### src/rtl/ctrl_sequencer.sv
// Hardwired opcode-driven control sequencer: fetch, decode, per-class execute with memory wait/timeout.
// Optional single-step mode (run/step_req ports, STALL state) is built when CTRL_SINGLE_STEP_EN is defined.
module ctrl_sequencer #(
  parameter int                  OPCODE_W    = 5,
  parameter int                  MEM_TIMEOUT = 16,
  parameter logic [OPCODE_W-1:0] OP_ADD      = OPCODE_W'(5'b00011)
) (
  input  logic                clock,
  input  logic                clear,
`ifdef CTRL_SINGLE_STEP_EN
  input  logic                run,
  input  logic                step_req,
`endif
  input  logic [OPCODE_W-1:0] ir_opcode,
  input  logic                mem_ready,
  output logic                Gra, Grb, Grc, Rin, Rout, BAout, Cout,
  output logic                PCout, PCin, IncPC, IRin, MARin, MDRin, MDRout, Read, Write,
  output logic                Yin, Zin, Zlowout,
  output logic [OPCODE_W-1:0] alu_op,
  output logic [3:0]          step,
  output logic                halted,
  output logic                bus_error,
  output logic                illegal
);

  localparam int CNT_W = $clog2(MEM_TIMEOUT + 1);

  localparam logic [OPCODE_W-1:0] OPC_LD     = OPCODE_W'(5'b00000);
  localparam logic [OPCODE_W-1:0] OPC_LDI    = OPCODE_W'(5'b00001);
  localparam logic [OPCODE_W-1:0] OPC_ST     = OPCODE_W'(5'b00010);
  localparam logic [OPCODE_W-1:0] OPC_ALU_LO = OPCODE_W'(5'b00011);
  localparam logic [OPCODE_W-1:0] OPC_ALU_HI = OPCODE_W'(5'b01011);
  localparam logic [OPCODE_W-1:0] OPC_ADDI   = OPCODE_W'(5'b01100);
  localparam logic [OPCODE_W-1:0] OPC_ANDI   = OPCODE_W'(5'b01101);
  localparam logic [OPCODE_W-1:0] OPC_ORI    = OPCODE_W'(5'b01110);
  localparam logic [OPCODE_W-1:0] OPC_NOP    = OPCODE_W'(5'b11010);
  localparam logic [OPCODE_W-1:0] OPC_HALT   = OPCODE_W'(5'b11011);
  localparam logic [OPCODE_W-1:0] ALU_ADD    = OPCODE_W'(5'b00011);
  localparam logic [OPCODE_W-1:0] ALU_AND    = OPCODE_W'(5'b00101);
  localparam logic [OPCODE_W-1:0] ALU_OR     = OPCODE_W'(5'b00110);

  // State values double as the externally visible step encoding.
  typedef enum logic [3:0] {
    S_RST   = 4'd0,
    S_T0    = 4'd1,
    S_T1    = 4'd2,
    S_T2    = 4'd3,
    S_T3    = 4'd4,
    S_T4    = 4'd5,
    S_T5    = 4'd6,
    S_T6    = 4'd7,
    S_T7    = 4'd8,
    S_STALL = 4'd14,
    S_HALT  = 4'd15
  } state_t;

  state_t                state, next, done_state;
  logic [CNT_W-1:0]      wait_cnt;
  logic                  mem_hold, timeout;
  logic                  is_ld, is_ldi, is_st, is_addr, is_alu, is_imm, is_nop, is_halt;
  logic [OPCODE_W-1:0]   imm_op;

  assign is_ld   = (ir_opcode == OPC_LD);
  assign is_ldi  = (ir_opcode == OPC_LDI);
  assign is_st   = (ir_opcode == OPC_ST);
  assign is_addr = is_ld | is_ldi | is_st;
  assign is_alu  = (ir_opcode >= OPC_ALU_LO) && (ir_opcode <= OPC_ALU_HI);
  assign is_imm  = (ir_opcode == OPC_ADDI) || (ir_opcode == OPC_ANDI) || (ir_opcode == OPC_ORI);
  assign is_nop  = (ir_opcode == OPC_NOP);
  assign is_halt = (ir_opcode == OPC_HALT);
  assign imm_op  = (ir_opcode == OPC_ANDI) ? ALU_AND : (ir_opcode == OPC_ORI) ? ALU_OR : ALU_ADD;
  assign step    = state;

`ifdef CTRL_SINGLE_STEP_EN
  logic step_req_q, step_rise;
  always_ff @(posedge clock or posedge clear) begin
    if (clear) step_req_q <= 1'b0;
    else       step_req_q <= step_req;
  end
  assign step_rise = step_req & ~step_req_q;
`endif

  always_comb begin
    {Gra, Grb, Grc, Rin, Rout, BAout, Cout} = '0;
    {PCout, PCin, IncPC, IRin, MARin, MDRin, MDRout, Read, Write} = '0;
    {Yin, Zin, Zlowout} = '0;
    alu_op   = '0;
    illegal  = 1'b0;
    halted   = 1'b0;
    next     = state;
`ifdef CTRL_SINGLE_STEP_EN
    done_state = run ? S_T0 : S_STALL;
`else
    done_state = S_T0;
`endif
    case (state)
      S_RST: next = S_T0;
      S_T0: begin
        PCout = 1'b1; MARin = 1'b1; IncPC = 1'b1; Zin = 1'b1; alu_op = OP_ADD;
        next = S_T1;
      end
      S_T1: begin
        Zlowout = 1'b1; Read = 1'b1; MDRin = 1'b1;
        PCin = mem_ready;
        if (mem_ready) next = S_T2;
      end
      S_T2: begin
        MDRout = 1'b1; IRin = 1'b1; next = S_T3;
      end
      S_T3: begin
        next = done_state;
        if (is_addr) begin
          Grb = 1'b1; BAout = 1'b1; Yin = 1'b1; next = S_T4;
        end else if (is_alu || is_imm) begin
          Grb = 1'b1; Rout = 1'b1; Yin = 1'b1; next = S_T4;
        end else if (is_halt) begin
          next = S_HALT;
        end else if (!is_nop) begin
          illegal = 1'b1;
        end
      end
      S_T4: begin
        next = S_T5;
        if (is_alu) begin
          Grc = 1'b1; Rout = 1'b1; Zin = 1'b1; alu_op = ir_opcode;
        end else if (is_imm) begin
          Cout = 1'b1; Zin = 1'b1; alu_op = imm_op;
        end else if (is_addr) begin
          Cout = 1'b1; Zin = 1'b1; alu_op = OP_ADD;
        end else begin
          next = done_state;
        end
      end
      S_T5: begin
        next = done_state;
        if (is_ld || is_st) begin
          Zlowout = 1'b1; MARin = 1'b1; next = S_T6;
        end else if (is_ldi || is_alu || is_imm) begin
          Zlowout = 1'b1; Gra = 1'b1; Rin = 1'b1;
        end
      end
      S_T6: begin
        next = done_state;
        if (is_ld) begin
          Read = 1'b1; MDRin = 1'b1;
          next = mem_ready ? S_T7 : S_T6;
        end else if (is_st) begin
          Gra = 1'b1; Rout = 1'b1; MDRin = 1'b1; next = S_T7;
        end
      end
      S_T7: begin
        next = done_state;
        if (is_ld) begin
          MDRout = 1'b1; Gra = 1'b1; Rin = 1'b1;
        end else if (is_st) begin
          Write = 1'b1;
          if (!mem_ready) next = S_T7;
        end
      end
`ifdef CTRL_SINGLE_STEP_EN
      S_STALL: if (run || step_rise) next = S_T0;
`else
      S_STALL: next = S_T0;
`endif
      S_HALT: begin
        halted = 1'b1; next = S_HALT;
      end
      default: next = S_RST;
    endcase
    // A memory step that keeps waiting past the budget abandons the instruction.
    mem_hold = (Read | Write) & ~mem_ready;
    timeout  = mem_hold && (wait_cnt == CNT_W'(MEM_TIMEOUT - 1));
    if (timeout) next = S_HALT;
  end

  always_ff @(posedge clock or posedge clear) begin
    if (clear) begin
      state     <= S_RST;
      wait_cnt  <= '0;
      bus_error <= 1'b0;
    end else begin
      state    <= next;
      wait_cnt <= (mem_hold && !timeout) ? wait_cnt + CNT_W'(1) : '0;
      if (timeout) bus_error <= 1'b1;
    end
  end

endmodule

### config.mk
export PLATFORM = sky130hd
export DESIGN_NAME = ctrl_sequencer
export DESIGN_NICKNAME = d
export VERILOG_FILES = /design/src/rtl/ctrl_sequencer.sv
export SDC_FILE = /design/constraint.sdc
export NUM_CORES = 1
export LEC_CHECK = 0
export ABC_CLOCK_PERIOD_IN_PS = 2000
export CELL_PAD_IN_SITES_DETAIL_PLACEMENT = 2
export CELL_PAD_IN_SITES_GLOBAL_PLACEMENT = 2
export CORE_MARGIN = 2
export CORE_UTILIZATION = 24
export CTS_CLUSTER_DIAMETER = 200
export DETAILED_ROUTE_END_ITERATION = 7
export PLACE_DENSITY_LB_ADDON = 0.1
export REMOVE_ABC_BUFFERS = 1
export SETUP_SLACK_MARGIN = 0.4
export SKIP_CTS_REPAIR_TIMING = 1
export SYNTH_ARGS = -nofsm -noshare
export SYNTH_HDL_FRONTEND = slang
export SYNTH_SLANG_ARGS = --single-unit
### constraint.sdc
create_clock -name clock -period 2 [get_ports clock]
set_input_delay 0.4 -clock clock [delete_from_list [all_inputs] [get_ports clock]]
set_output_delay 0.4 -clock clock [all_outputs]
set_load 0.1 [all_outputs]
Word level (Yosys, flattened, before mapping)
Cells that the tools add are included.

Bits of input ports: 8. Output and inout port bits: 31. Register bits after elaboration: 10. Word-level logic and storage cells: 105.

Reductions and logical operators: 13. Equality and inequality tests: 19. Add/subtract/negate cells: 1. Order comparisons: 2. Bitwise operators: 5. Multiplexer cells: 62.

Operator list (number): 2-to-1 mux 4 bit (11); case mux 4 bit (10 select lines) (1); 2-to-1 mux 1 bit (30); 2-to-1 mux 3 bit (7); equality test 5 x 4 -> 1 bit (second input constant) (4); equality test 4 x 3 -> 1 bit (second input constant) (4); case mux 1 bit (2 select lines) (7); equality test 4 bit (second input constant) (3); equality test 5 bit (second input constant) (2); 2-to-1 mux 5 bit (2); case mux 5 bit (2 select lines) (1); equality test 4 x 2 -> 1 bit (second input constant) (2); logical OR 1 bit (6); case mux 1 bit (3 select lines) (2); adder 5 x 1 -> 5 bit (second input constant) (1); equality test 5 x 1 -> 1 bit (second input constant) (1); equality test 5 x 2 -> 1 bit (second input constant) (1); greater-or-equal comparator 5 x 2 -> 1 bit (second input constant) (1); <= comparator 5 x 4 -> 1 bit (second input constant) (1); zero test 5 bit (1); equality test 4 x 1 -> 1 bit (second input constant) (1); zero test 4 bit (1); logical AND 1 bit (3); inequality test 3 bit (second input constant) (1); 6 further kinds (8).

Logic depth before layout (Yosys ltp)
Word-level depth: 10. Depth in mapped cells: 7. Mapped depth without buffers: 7.

Worst setup path after synthesis
OpenSTA, ideal clock, no wires.

Kind: register to output. Start: reg state[0], in the netlist step[0]. End: out alu_op[0]. Data required time: 1600 ps. Path slack: -3199 ps. Cell stages (with the launch flop): 5. Arrival time: 4799 ps. Path buffers: 0. Path through: dfrtp_1 nand2b_1 nor3_2 nor2_1 nor3_1.

Cells in the longest elaborated chain, start to end: 2. Elaborated cells on any way between the ends: 3. Classes of those cells: eq/ne: 2; mux: 1.

RTL lines: start, declared (RTL line 57) `state_t state, next, done_state;`; start signal, assigned (RTL line 182) `state <= next;`; equality test 4 x 3 -> 1 bit or equality test 4 x 1 -> 1 bit (tied branches) (RTL line 96) `case (state)`; case mux 5 bit (2 select lines) (*) (RTL line 96); end, declared (RTL line 19) `output logic [OPCODE_W-1:0] alu_op,`.

Every way passes the cells marked *; elsewhere a longest branch is shown, timed or not.

Worst setup path in the final report
Start: reg state[2], in the netlist step[2]. End: out Gra.

Cells in the longest elaborated chain, start to end: 2. Elaborated cells on any way between the ends: 4. Classes of those cells: eq/ne: 3; mux: 1.

RTL lines: equality test 4 bit or equality test 4 x 3 -> 1 bit (tied branches) (RTL line 96); case mux 1 bit (3 select lines) (*) (RTL line 96); end, declared (RTL line 16) `output logic Gra, Grb, Grc, Rin, Rout, BAout, Cout,`.

Marked as above.

==> out/results.ini <==
[logic_synthesis]
avgSynthCellArea_sq_um=7.76
ys_ff_latch=10
synthXorXnorAreaFrac_pct=1.60
synth_area_leaders=dfrtp_1 23%, nand2b_1 5.1%, nor2_1 4.8%
synthSimpleGateAreaFrac_pct=39.5
synth_edf_count=0
muxShareOfSynthArea_pct=1.83
synth.cell_area_sq_mm=0.00109
ys_types=50
yosys.area.top_type=dfrtp_1
ys.flop_type=dfrtp_1
synth_warnings=0
synth_top_area_share_pct=22.9
syn_inst=141
synth_compound_area_share_pct=21.9
ys_async_sr_fraction_pct=100
synth_top_family_by_area=simple AND/OR/NAND/NOR gates
ys_seq_area_share_pct=22.9
synth-adder-area-share_pct=2.29

[pwr]
vdd_drop_max_uv=1260
leakage_nw=1.15
power_mw=3.81
powerDensity_mw_per_mm2=1510

[worst_setup_path]
cp.arrival_ps=1840
cp-end-kind=output port
critPathKind=reg -> out
worst_path_largest_cell_delay_ps=570
worst-path-buf-inv=1
critPathRequiredTime_ps=1600
crit_path_start_kind=flop
crit_chain=or4b_4, mux2i_1, a32o_2, a21o_1, buf_12
cpLargestDelayFamily=simple AND/OR/NAND/NOR gates
cp_max_fo=3
crit_path_top_delay_cell=or4b_4

[routing]
ant_nets=0
initialDrtViolationCount=77
drtPass1Iterations=4
wl_um=6300
dr_total_vias=1515
detail_route.wl_per_cell_um=22.4
viasPerCell=5.39
remaining_drc_errors=0

[run_status]
outcome=finished with violations
violations=negative setup slack

[clock_network]
cts_htree_levels=1
clock_sinks=10
clk-insertion-delay-late_ps=240
root_buffer=clkbuf_8
cts_made_buffers=3
cts_buffer_depth=2
cts_tree=built
cts.clk_slew.worst_paths_ps=60

[sta]
max_freq_ghz=0.446
finalSetupViolCount=24
final_hold_viol_count=0
period_share_pct=112
rsz0062_at_grt=true
setup_slack_ps=-242
finClkSkew_ps=1.76
final_max_slew_viol_count=0
min_period_ps=2240

[placement]
preCtsSetupSlack_ps=-584
gp_congestion=0.859
place_inst=266
portBuffers=37
hpwl_um=3970

[die]
io_pins=39
die_h_um=71.5
fp.coreArea_sq_mm=0.00438
fp.dieArea_sq_mm=0.00512
rows=24
die_w_um=71.5
start_util_pct=25.0

[global_route]
track_usage_pct=19.3
grt_pass1_wl_um=7890
grt_pass1_vias=1588
antenna_found_initial=0
grt_max_degree=14
grt.overflow.total=0

[layout]
final_cell_mix=50 x buf_4, 29 x buf_12, 12 x buf_6
nNetsFinal=240
area_growth_pct=131
mostFrequentLayoutCell=buf_4
utilization_pct=57.6
n_antenna_cell=0
fin_cells=281
fillers=414
layout-drive-gt1-share_pct=64.2

[min_path]
hp-class=in -> async

[flow_run]
drv_cap=0

-- through the flow --
step | area, sq um | setup TNS (ps) | hold WS [ps]
after global routing | 2530 | -5050 | 517
after CTS | 2170 | -9160 | 461
after detailed placement | 2120 | -10340 | 467
after floorplan | 1000 | -54020 | 240
after global placement | 2120 | -8550 | 452
final | 2530 | -3730 | 488
-- synthesized netlist by cell type, drive strengths merged (2+ instances only) --
master / instances
or4b: 3
inv: 4
nor4: 6
a21oi: 2
nor3: 9
nand2b: 9
nor4b: 2
a211o: 2
buf: 8
nand2: 7
o32ai: 2
clkbuf: 8
ha: 2
a21o: 3
dfrtp: 10
o21ai: 9
o211a: 2
and3: 7
nor2b: 2
nand3: 4
a311oi: 2
and2: 2
a211oi: 4
or2: 2
nor2: 14
mux2i: 2
-- path summary, 6_finish.rpt --
kind	startpoint	endpoint	slack [ps]	cells past startpoint
worst min register to register	bus_error	bus_error	510	1
worst max register to register	step[2]	wait_cnt[2]	-50	5
min in group clock	bus_error	bus_error	510	1
max in group asynchronous	clear	bus_error	1230	2
worst max-delay path	step[2]	Gra	-240	5
worst min-delay path	clear	wait_cnt[0]	490	2
-- worst register-to-register path: stages (launching register included) --
cell and delay, ps:
dfrtp_1 420, or4b_4 570, buf_4 170, mux2i_1 280, a21oi_2 160, nor4_1 350
-- per-layer routing --
metal	vias up	routed length, um	track usage [%]
met5	-	0	0
met4	0	157	3.14
met3	12	229	5.20
met2	48	3350	34.1
met1	761	2560	23.9
li1	694	-	-
-- state kept, by name, indices dropped and copies added (netlist names) --
register   cells
wait_cnt       5
step           4
bus_error      1
-- final cells by class --
type                    instances  area (sq um)  area share [%]
clock buffers                   4          55.1            2.18
inverters                       4          15.0           0.594
multi-input cells             111           961            38.0
flip-flops and latches         10           250            9.90
well taps                      52          65.1            2.57
repair buffers                100          1180            46.7
-- cell families after synthesis --
family / after synthesis
adder cells (fa/ha/maj): 2
AND/OR/NAND/NOR: 72
multiplexers: 2
buffers and inverters: 20
XOR/XNOR: 2
flip-flops: 10
other: 1
AO/OA/AOI/OAI: 32
-- where the power goes --
group | leakage [nW] | total, mW | internal (mW) | switching (mW)
Combinational | 0.984 | 3.26 | 1.28 | 1.99
Sequential | 0.134 | 0.279 | 0.237 | 0.0423
Clock | 0.0288 | 0.268 | 0.174 | 0.0936
Total | 1.15 | 3.81 | 1.69 | 2.12
Note: power is estimated with default switching activity, not from simulation.
